$ cat src/rtl/alu_mul_sequencer_pkg.sv
// Shared ALU-control codes and multiply-sequencer constants.
package alu_mul_sequencer_pkg;

  localparam logic [2:0] ALU_CTRL_NOP = 3'b000;
  localparam logic [2:0] ALU_CTRL_ADD = 3'b010;
  localparam logic [2:0] ALU_CTRL_SUB = 3'b110;

  typedef enum logic [1:0] {
    StIdle = 2'b00,
    StIter = 2'b01,
    StDone = 2'b10
  } seq_state_e;

  localparam int unsigned MulIters  = 32;
  localparam logic [4:0]  LastCount = 5'(MulIters - 1);

endpackage

$ cat src/rtl/alu_mul_sequencer.sv
// Shift-add multiplier that borrows the shared EX-stage ALU for its 32 add steps.
// Define MUL_HI_EN to get the upper 32 product bits on hi (otherwise hi is tied to 0).
module alu_mul_sequencer
  import alu_mul_sequencer_pkg::*;
(
  input  logic        clk,
  input  logic        rst_n,
  input  logic [2:0]  ex_alu_ctrl,
  input  logic [31:0] ex_a,
  input  logic [31:0] ex_b,
  input  logic        start,
  input  logic [31:0] mul_a,
  input  logic [31:0] mul_b,
  output logic [2:0]  alu_ctrl,
  output logic [31:0] alu_a,
  output logic [31:0] alu_b,
  input  logic [31:0] alu_result,
  output logic        busy,
  output logic        done,
  output logic [31:0] lo,
  output logic [31:0] hi
);

  seq_state_e  r_state, w_state_next;
  logic [31:0] r_mcand, r_hi, r_lo;
  logic [4:0]  r_count;
  logic [31:0] w_sum;
  logic        w_carry;

  always_ff @(posedge clk) begin
    if (!rst_n) r_state <= StIdle;
    else        r_state <= w_state_next;
  end

  always_comb begin
    w_state_next = r_state;
    unique case (r_state)
      StIdle:  if (start) w_state_next = StIter;
      StIter:  if (r_count == LastCount) w_state_next = StDone;
      StDone:  w_state_next = StIdle;
      default: w_state_next = StIdle;
    endcase
  end

  always_comb begin
    alu_ctrl = ex_alu_ctrl;
    alu_a    = ex_a;
    alu_b    = ex_b;
    busy     = 1'b0;
    done     = 1'b0;
    unique case (r_state)
      StIdle: ;
      StIter: begin
        alu_ctrl = r_lo[0] ? ALU_CTRL_ADD : ALU_CTRL_NOP;
        alu_a    = r_hi;
        alu_b    = r_mcand;
        busy     = 1'b1;
      end
      StDone: begin
        alu_ctrl = ALU_CTRL_NOP;
        alu_a    = r_hi;
        alu_b    = r_mcand;
        busy     = 1'b1;
        done     = 1'b1;
      end
      default: ;
    endcase
  end

  assign w_sum = r_lo[0] ? alu_result : r_hi;

  // An unsigned wrap of hi + mcand shows up as a result smaller than hi.
`ifdef MUL_HI_EN
  assign w_carry = r_lo[0] & (alu_result < r_hi);
  assign hi      = r_hi;
`else
  assign w_carry = 1'b0;
  assign hi      = '0;
`endif

  assign lo = r_lo;

  always_ff @(posedge clk) begin
    if (!rst_n) begin
      r_mcand <= '0;
      r_hi    <= '0;
      r_lo    <= '0;
      r_count <= '0;
    end else if (r_state == StIdle && start) begin
      r_mcand <= mul_a;
      r_hi    <= '0;
      r_lo    <= mul_b;
      r_count <= '0;
    end else if (r_state == StIter) begin
      {r_hi, r_lo} <= {w_carry, w_sum, r_lo[31:1]};
      r_count      <= r_count + 5'd1;
    end
  end

endmodule

$ cat config.mk
export PLATFORM = sky130hd
export DESIGN_NAME = alu_mul_sequencer
export DESIGN_NICKNAME = d
export VERILOG_FILES = /design/src/rtl/alu_mul_sequencer_pkg.sv /design/src/rtl/alu_mul_sequencer.sv
export SDC_FILE = /design/constraint.sdc
export NUM_CORES = 1
export LEC_CHECK = 0
export BUFFER_PORTS_ARGS = -buffer_cell sky130_fd_sc_hd__buf_2
export CAP_MARGIN = 15
export CORE_MARGIN = 10
export CORE_UTILIZATION = 45
export CTS_CLUSTER_SIZE = 20
export DETAILED_ROUTE_END_ITERATION = 10
export PLACE_DENSITY_LB_ADDON = 0.3
export SLEW_MARGIN = 30
export SYNTH_ARGS = -nofsm -noshare
export SYNTH_HDL_FRONTEND = slang
export SYNTH_SLANG_ARGS = --single-unit
$ cat constraint.sdc
create_clock -name clk -period 2 [get_ports clk]
set_input_delay 0 -clock clk [delete_from_list [all_inputs] [get_ports clk]]
set_output_delay 0 -clock clk [all_outputs]
set_load 0.1 [all_outputs]
==> metrics.cfg, run 1 <==
[drt]
number_of_iterations_in_the_first_detailed_routing_pass = 7
detailedRoute.firstIterationViolations = 482
drt-vias-per-instance = 5.10
detailroute.via_count = 5297
drc = 0
avgRoutedWirePerCell_microns = 18.9
final_wirelength_microns = 19600
antenna_violating_nets_post_route = 0

[timing]
achievable-frequency_mhz = 513
clock_skew_ns = 0.0124
worst_hold_slack_ns = 0.00578
timing_hold_violations_final = 0
report.final.setup_viol = 0
final_max_slew_viol_count = 0
layout_setup_ws_ns = 0.0518
timing.final.crit_period_ns = 1.95
relSlewSlack_pct = 61.8
tightest_slew_ns = 0.572
setup-tns-final_ns = 0
timing.final.crit_share_pct = 97.4

[die]
io_pins = 299
floorplan_die_area_sq_um = 16400
std_cell_rows = 39
die_x_microns = 128
initial_core_util_pct = 46.1
die-height_microns = 128
fp.coreArea_sq_um = 11400

[yosys]
ys_async_sr_fraction_pct = 0
yosys_warning_total = 0
synth.area.top_cells = sky130_fd_sc_hd__dfxtp_1 (39%), sky130_fd_sc_hd__mux2_1 (13%), sky130_fd_sc_hd__mux2i_1 (12%), sky130_fd_sc_hd__a211oi_1 (8.8%), sky130_fd_sc_hd__buf_4 (5.4%)
synth-seq-area-share_pct = 38.8
synthesis.area_sq_um = 5270
post-synth-top-area-fraction_pct = 38.8
synth_top_area_cell = sky130_fd_sc_hd__dfxtp_1
yosys.cell_types.count = 29
postSynthAreaPerCell_sq_um = 9.24
synth-edff-count = 0
ys_dominant_reg_cell = sky130_fd_sc_hd__dfxtp_1
synthCells = 570
postSynthRegisterBits = 102

[setup_path]
critPathTopFamily = buffers and inverters
critPathArrivalTime_ns = 1.95
worst_path_max_delay_cell = sky130_fd_sc_hd__mux2_2
endpoint_kind = output port
critical_path_buf_inv_count = 4
worst-setup-path-type = reg -> out
critical_path.max_stage_delay_ns = 0.37
timing.critical_path.required_ns = 2.00
critical_path.max_fanout = 9
setup.worst_path.start_class = register
cp_cell_sequence = inv_2, ha_4, buf_6, clkbuf_16, mux2_2, buf_12

[place]
postPlaceCellArea_sq_um = 7480
pre_cts_slack_ns = 0.258
detailed_placement_hpwl_microns = 13500
io_buffer_count = 266
dpl.cell_count = 943
place_congestion = 0.831

[final_layout]
area_delta_synth_final_pct = 64.2
layout.area.seq_sq_um = 2050
postLayoutCoreUtil_pct = 75.8
layoutNonFillerInstCount = 1039
nets = 1060
postLayoutCellArea_sq_um = 8650
multi_input_comb_area_sq_um = 2890
drive_gt1_share_pct = 41.9
count_of_filler_cells_inserted_in_the_layout = 746

[power]
cellLeakagePower_nw = 3.81
irDropWorstVdd_v = 0.000666
power_mw = 8.93
power_per_cell_area_nw_per_um2 = 1030

[cts]
cts_sinks = 102
ctsLongestPathBuffers = 2
path_clk_slew_ns = 0.07
clk_latency_ns = 0.34
htree_num_levels = 3
cts_tree = built
ctsRootBufferMaster = sky130_fd_sc_hd__clkbuf_16
tritoncts.num_buffers = 9

[global_route]
grt.total_usage_pct = 21.1
antenna_found_initial = 2
grt_pass1_wl_microns = 28500
grt_pass1_vias = 5458
grt_overflow_total = 0
largest_net_degree_at_the_start_of_global_routing = 56

[run]
drv_cap = 0

[worst_hold_path]
class_of_the_most_critical_hold_timing_path = in -> reg

[outcome]
run_status = finished, final reports clean

sequential cells by signal (all words and copies together), names as in the netlist:
| name | count |
|---|---|
| lo | 32 |
| r_mcand | 32 |
| r_hi | 31 |
| r_count | 5 |
| r_state | 2 |
routing by layer:
metal / vias up / track usage, % / part of all wire [%]
li1: 2568 / - / -
met1: 2473 / 22.2 / 37
met2: 219 / 36.4 / 52
met3: 37 / 8.97 / 9.0
met4: 0 / 7.95 / 2.0
met5: - / 0 / 0
final timing paths:
kind / start / to / slack, ns / depth (start not counted)
worst max-delay path: r_state[1] / alu_a[3] / 0.05 / 6
worst min-delay path: alu_result[26] / r_hi[25] / 0.006 / 3
worst max register to register: r_state[1] / lo[3] / 0.31 / 5
worst min register to register: r_mcand[16] / r_mcand[16] / 0.46 / 2
worst min-delay path: cells and delay by family:
kind / cells / cell delay (ns)
mux: 1 / 0.12
compound gates: 1 / 0.08
buf+inv: 1 / 0.10
final cells by class:
cell class              instances  share of cell area, %
clock buffers                  10                   2.76
repair buffers                355                   37.3
flip-flops and latches        102                   23.6
diodes                          3                 0.0868
inverters                       5                  0.217
well taps                     143                   2.07
clock inverters                 6                  0.593
multi-input cells             415                   33.3
cell families after synthesis:
group | count (synthesis) | share of synthesized area, %
simple gates | 147 | 11.0
mux | 127 | 25.6
flops | 102 | 38.8
compound gates | 100 | 12.6
buf+inv | 84 | 9.97
fa+ha+maj | 6 | 1.42
xor+xnor | 3 | 0.499
other cells | 1 | 0.0712
placed cells by master (no fill, tap or decap), drive strengths merged, types with 2 or more instances in the layout:
cell type and instances:
nor2b 3, nor2 66, inv 9, dfxtp 102, ha 6, clkbuf 14
nand2b 2, a211oi 62, buf 284, mux2i 64, nand3 4, mux2 63
nand2 68, conb 32, diode 3, xor2 2, a21oi 35, dlygate4sd3 67
clkinv 2
Yosys cell counts, types with 2 or more instances:
cell type,n
sky130_fd_sc_hd__a211oi_1,62
sky130_fd_sc_hd__a21oi_1,35
sky130_fd_sc_hd__buf_1,2
sky130_fd_sc_hd__buf_2,24
sky130_fd_sc_hd__buf_4,38
sky130_fd_sc_hd__buf_6,5
sky130_fd_sc_hd__clkbuf_1,10
sky130_fd_sc_hd__dfxtp_1,102
sky130_fd_sc_hd__ha_1,6
sky130_fd_sc_hd__inv_1,3
sky130_fd_sc_hd__inv_2,2
sky130_fd_sc_hd__mux2_1,63
sky130_fd_sc_hd__mux2i_1,64
sky130_fd_sc_hd__nand2_1,67
sky130_fd_sc_hd__nand2b_1,2
sky130_fd_sc_hd__nand3_1,4
sky130_fd_sc_hd__nor2_1,66
sky130_fd_sc_hd__nor2b_1,3
sky130_fd_sc_hd__xor2_1,2
repair_timing:
| action | in CTS | in global routing |
|---|---|---|
| gates cloned | 0 | 5 |
| setup buffers | 0 | 5 |
| endpoints found under the hold margin | 66 | 0 |
| endpoints found under the setup margin | 25 | 51 |
| gates resized for setup | 9 | 12 |
| pin swaps | 0 | 1 |
| hold buffers | 67 | 0 |
where the power goes:
part / switching [mW] / leakage (nW) / internal (mW) / total [mW]
clock network: 0.815 / 0.146 / 0.902 / 1.72
logic: 3.26 / 2.82 / 1.58 / 4.84
registers: 0.149 / 0.839 / 2.23 / 2.38
total: 4.23 / 3.81 / 4.71 / 8.93
(Power assumes the default switching activity.)
==> run 2: changes to the inputs <==
--- a/config.mk
+++ b/config.mk
@@ -5,13 +5,14 @@
 export SDC_FILE = /design/constraint.sdc
 export NUM_CORES = 1
 export LEC_CHECK = 0
-export BUFFER_PORTS_ARGS = -buffer_cell sky130_fd_sc_hd__buf_2
 export CAP_MARGIN = 15
 export CORE_MARGIN = 10
-export CORE_UTILIZATION = 45
+export CORE_UTILIZATION = 55
 export CTS_CLUSTER_SIZE = 20
 export DETAILED_ROUTE_END_ITERATION = 10
+export DONT_BUFFER_PORTS = 1
 export PLACE_DENSITY_LB_ADDON = 0.3
+export SETUP_SLACK_MARGIN = 0.2
 export SLEW_MARGIN = 30
 export SYNTH_ARGS = -nofsm -noshare
 export SYNTH_HDL_FRONTEND = slang
==> metrics.cfg, run 2 (synthesis results as in run 1) <==
[global_route]
grt.total_usage_pct = 35.1
grt_pass1_wl_microns = 38700
grt_pass1_vias = 5970
largest_net_degree_at_the_start_of_global_routing = 66
antenna_found_initial = 5
grt_overflow_total = 0

[timing]
setup-tns-final_ns = -0.307
timing_hold_violations_final = 0
layout_setup_ws_ns = -0.0593
report.final.setup_viol = 21
relSlewSlack_pct = 51.0
clock_skew_ns = 0.0136
achievable-frequency_mhz = 486
timing.final.crit_period_ns = 2.06
rsz0062_at_grt = yes
timing.final.crit_share_pct = 103
tightest_slew_ns = 0.734
final_max_slew_viol_count = 0

[setup_path]
critical_path_buf_inv_count = 5
timing.critical_path.required_ns = 2.00
cp_cell_sequence = inv_4, ha_4, buf_12, buf_12, buf_16, mux2_4, buf_12
worst_path_max_delay_cell = sky130_fd_sc_hd__dfxtp_4
endpoint_kind = output port
setup.worst_path.start_class = register
critPathTopFamily = buffers and inverters
critPathArrivalTime_ns = 2.06
worst-setup-path-type = reg -> out
critical_path.max_stage_delay_ns = 0.39
critical_path.max_fanout = 6
timing.critical_path.mode_cell = sky130_fd_sc_hd__buf_12

[power]
power_per_cell_area_nw_per_um2 = 1070
irDropWorstVdd_v = 0.000840
cellLeakagePower_nw = 3.68

[drt]
avgRoutedWirePerCell_microns = 33.4
antenna_violating_nets_post_route = 0
detailedRoute.firstIterationViolations = 728
final_wirelength_microns = 30400
detailroute.via_count = 5960
number_of_iterations_in_the_first_detailed_routing_pass = 5
drt-vias-per-instance = 6.54
drc = 0

[cts]
tritoncts.num_buffers = 9
ctsRootBufferMaster = sky130_fd_sc_hd__clkbuf_8
clk_latency_ns = 0.38
path_clk_slew_ns = 0.11
cts_sinks = 102
cts_tree = built
htree_num_levels = 3
ctsLongestPathBuffers = 2

[final_layout]
drive_gt1_share_pct = 30.6
mostFrequentLayoutCells = sky130_fd_sc_hd__dfxtp_1 (99), sky130_fd_sc_hd__dlygate4sd3_1 (97), sky130_fd_sc_hd__buf_12 (81), sky130_fd_sc_hd__nand2_1 (67), sky130_fd_sc_hd__nor2_1 (66)
mostFrequentLayoutCell = sky130_fd_sc_hd__dfxtp_1
postLayoutCoreUtil_pct = 95.6
count_of_filler_cells_inserted_in_the_layout = 224
nets = 944
area_delta_synth_final_pct = 68.5

[die]
initial_core_util_pct = 56.8
die-height_microns = 118
fp.coreArea_sq_um = 9280
die_x_microns = 118
std_cell_rows = 35
floorplan_die_area_sq_um = 13900
io_pins = 299

[run]
drv_cap = 0

[outcome]
violations_in_the_final_reports = setup timing
run_status = finished, violations left

[place]
detailed_placement_hpwl_microns = 13500
io_buffer_count = 0
place_congestion = 0.820

[worst_hold_path]
class_of_the_most_critical_hold_timing_path = in -> reg

[run 2: cell types whose count changed in the layout (fill, tap and decap cells not counted), moves of 7 or more]
cell | previous run | this run
sky130_fd_sc_hd__clkbuf_8 | 1 | 9
sky130_fd_sc_hd__mux2_4 | 1 | 63
sky130_fd_sc_hd__mux2_1 | 7 | 0
sky130_fd_sc_hd__buf_16 | 1 | 10
sky130_fd_sc_hd__buf_2 | 201 | 0
sky130_fd_sc_hd__dlygate4sd3_1 | 67 | 97
sky130_fd_sc_hd__buf_4 | 13 | 44
sky130_fd_sc_hd__buf_12 | 62 | 81
sky130_fd_sc_hd__clkbuf_16 | 13 | 1
sky130_fd_sc_hd__mux2_2 | 55 | 0
[run 2: layout make-up]
class / instances / area (sq um) / share of cell area (%)
timing repair buffer: 239 / 3300 / 37.1
multi-input combinational: 415 / 3130 / 35.3
sequential: 102 / 2050 / 23.1
antenna: 6 / 15.0 / 0.169
clock buffer: 10 / 128 / 1.44
tap: 129 / 161 / 1.82
clock inverter: 6 / 70.1 / 0.789
inverter: 5 / 23.8 / 0.268
[run 2: through the flow]
step	setup WS, ns	area [sq um]	hold WS (ns)	std cells	power, mW
after floorplan	0.148	5510	0.136	601	5.84
after global placement	0.305	6900	0.140	762	6.93
after detailed placement	0.229	6900	0.144	762	7.01
after CTS	0.0498	8750	0.0256	902	8.98
after global routing	-0.0743	8880	0.121	911	9.61
final	-0.0593	8880	0.118	912	9.50
[run 2: final timing paths]
path | from | end | slack (ns) | depth (start not counted)
max | r_state[0] | alu_b[30] | -0.06 | 7
min reg2reg | r_mcand[20] | r_mcand[20] | 0.47 | 2
min | start | r_mcand[0] | 0.12 | 4
max reg2reg | r_state[0] | r_hi[11] | 0.07 | 6
[run 2: worst min-delay path, delay by kind of cell]
| kind | cells | cell delay [ns] |
|---|---|---|
| compound gates | 1 | 0.06 |
| buf+inv | 1 | 0.21 |
| simple gates | 2 | 0.17 |
[run 2: power by group]
part           internal (mW)  total (mW)  switching (mW)
Clock                  0.593        1.41           0.819
Sequential              2.23        2.45           0.226
Combinational           1.99        5.63            3.65
[run 2: what timing repair did]
item | 4_1_cts | 5_1_grt
gates resized for setup | 66 | 13
setup buffers | 18 | 3
endpoints found under the setup margin | 64 | 67
pin swaps | 2 | 4
hold buffers | 97 | 0
cloned | 9 | 1
endpoints found under the hold margin | 97 | 0
[run 2: routing by layer]
metal | routed length [microns] | track usage [%] | up-vias
met4 | 2630 | 16.1 | 0
met5 | 0 | 0 | -
met3 | 3730 | 11.7 | 213
li1 | - | - | 2340
met1 | 9520 | 35.6 | 2741
met2 | 14500 | 63.7 | 666
==> run 3: changes to the inputs <==
--- a/config.mk
+++ b/config.mk
@@ -11,7 +11,8 @@
 export CTS_CLUSTER_SIZE = 20
 export DETAILED_ROUTE_END_ITERATION = 10
 export DONT_BUFFER_PORTS = 1
-export PLACE_DENSITY_LB_ADDON = 0.3
+export GPL_TIMING_DRIVEN = 0
+export PLACE_DENSITY = 0.7
 export SETUP_SLACK_MARGIN = 0.2
 export SLEW_MARGIN = 30
 export SYNTH_ARGS = -nofsm -noshare
==> metrics.cfg, run 3 (synthesis results as in run 1) <==
[final_layout]
nets = 896
layoutNonFillerInstCount = 860
mostFrequentLayoutCells = sky130_fd_sc_hd__dlygate4sd3_1 (97), sky130_fd_sc_hd__dfxtp_1 (90), sky130_fd_sc_hd__nand2_1 (67), sky130_fd_sc_hd__nor2_1 (66), sky130_fd_sc_hd__mux2i_1 (64)
mostFrequentLayoutCell = sky130_fd_sc_hd__dlygate4sd3_1
postLayoutCellArea_sq_um = 7350
drive_gt1_share_pct = 25.0
area_delta_synth_final_pct = 39.5
count_of_filler_cells_inserted_in_the_layout = 609
postLayoutCoreUtil_pct = 79.2

[outcome]
violations_in_the_final_reports = setup timing
run_status = finished, violations left

[timing]
timing.final.crit_period_ns = 2.21
worst_hold_slack_ns = 0.0556
report.final.setup_viol = 67
layout_setup_ws_ns = -0.214
final_max_slew_viol_count = 0
timing.final.crit_share_pct = 111
achievable-frequency_mhz = 452
clock_skew_ns = 0.0121
rsz0062_at_grt = yes
timing_hold_violations_final = 0
relSlewSlack_pct = 30.1
tightest_slew_ns = 1.05

[power]
cellLeakagePower_nw = 3.04
power_per_cell_area_nw_per_um2 = 1080
irDropWorstVdd_v = 0.000767
power_mw = 7.97

[die]
std_cell_rows = 35
die_x_microns = 118
fp.coreArea_sq_um = 9280
die-height_microns = 118
io_pins = 299
floorplan_die_area_sq_um = 13900
initial_core_util_pct = 56.8

[run]
drv_cap = 0

[cts]
ctsRootBufferMaster = sky130_fd_sc_hd__clkbuf_8
path_clk_slew_ns = 0.09
tritoncts.num_buffers = 9
cts_tree = built
cts_sinks = 102
ctsLongestPathBuffers = 2
htree_num_levels = 3
clk_latency_ns = 0.37

[setup_path]
critical_path.max_fanout = 5
reg2reg_from = r_state[0]
endpoint_kind = output port
setup.worst_path.start_class = register
timing.critical_path.required_ns = 2.00
worst-setup-path-type = reg -> out
critPathArrivalTime_ns = 2.21
worst_setup_path_startpoint = r_state[0]

[drt]
met3_length_microns = 1540
final_wirelength_microns = 18800
detail_route.wirelength.met1_microns = 6850
number_of_iterations_in_the_first_detailed_routing_pass = 5
detailroute.via_count = 4753
avgRoutedWirePerCell_microns = 21.9
met2RoutedLength_microns = 9900
detailedRoute.firstIterationViolations = 334
routed.top_layer = met4
drc = 0
drt-vias-per-instance = 5.53
antenna_violating_nets_post_route = 0

[global_route]
grt.total_usage_pct = 25.2
antenna_found_initial = 1
grt_pass1_vias = 5040
grt_pass1_wl_microns = 28800
largest_net_degree_at_the_start_of_global_routing = 17
grt_overflow_total = 0

[place]
place_congestion = 0.796
postPlaceCellArea_sq_um = 5670
detailed_placement_hpwl_microns = 12900
io_buffer_count = 0
dpl.cell_count = 730

[worst_hold_path]
worst_hold_start = alu_result[0]
class_of_the_most_critical_hold_timing_path = in -> reg

## run 3: final timing paths
kind / end / slack, ns / depth (start not counted)
max: alu_a[23] / -0.21 / 7
min: lo[31] / 0.06 / 3
max reg2reg: r_mcand[29] / 0.36 / 6
min reg2reg: r_mcand[25] / 0.46 / 2
## run 3: area by class of cell
cell class | count | area (sq um) | share of cell area [%]
antenna | 2 | 5.00 | 0.0681
buffer | 79 | 616 | 8.37
clock buffer | 11 | 131 | 1.79
clock inverter | 5 | 60.1 | 0.817
inverter | 5 | 21.3 | 0.289
multi-input combinational | 415 | 3100 | 42.2
sequential | 102 | 2060 | 28.0
tap | 129 | 161 | 2.20
timing repair buffer | 112 | 1200 | 16.3
## run 3: power breakdown
group	internal, mW	total (mW)	switching (mW)
clock network	0.583	1.29	0.707
logic	1.11	3.68	2.57
registers	2.23	3.00	0.771
## run 3: timing repair
action                                 CTS  global route
resized for setup                       76             4
endpoints found under the hold margin   96             0
setup buffers                            9             2
pin swaps                                2             1
setup endpoints to repair               67            67
hold buffers                            97             0
gates cloned                             1             3
## run 3: per-layer routing
| metal | vias to the layer above | GRT usage [%] |
|---|---|---|
| li1 | 2233 | - |
| met2 | 234 | 45.1 |
| met1 | 2246 | 26.8 |
| met3 | 40 | 8.68 |
| met5 | - | 0 |
| met4 | 0 | 8.96 |
## run 3: critical path: stages (launching register included)
cell	delay [ns]
sky130_fd_sc_hd__dfxtp_2	0.36
sky130_fd_sc_hd__inv_4	0.04
sky130_fd_sc_hd__ha_4	0.46
sky130_fd_sc_hd__buf_6	0.17
sky130_fd_sc_hd__buf_12	0.13
sky130_fd_sc_hd__buf_12	0.11
sky130_fd_sc_hd__clkbuf_16	0.13
sky130_fd_sc_hd__mux2_4	0.43
## run 3: per-stage QoR
step                      setup slack, ns  setup TNS [ns]
after floorplan                     0.148               0
after global placement            -0.0506          -0.455
after detailed placement          -0.0562          -0.514
after CTS                          -0.237          -10.98
after global routing               -0.266          -14.13
final                              -0.214          -10.65
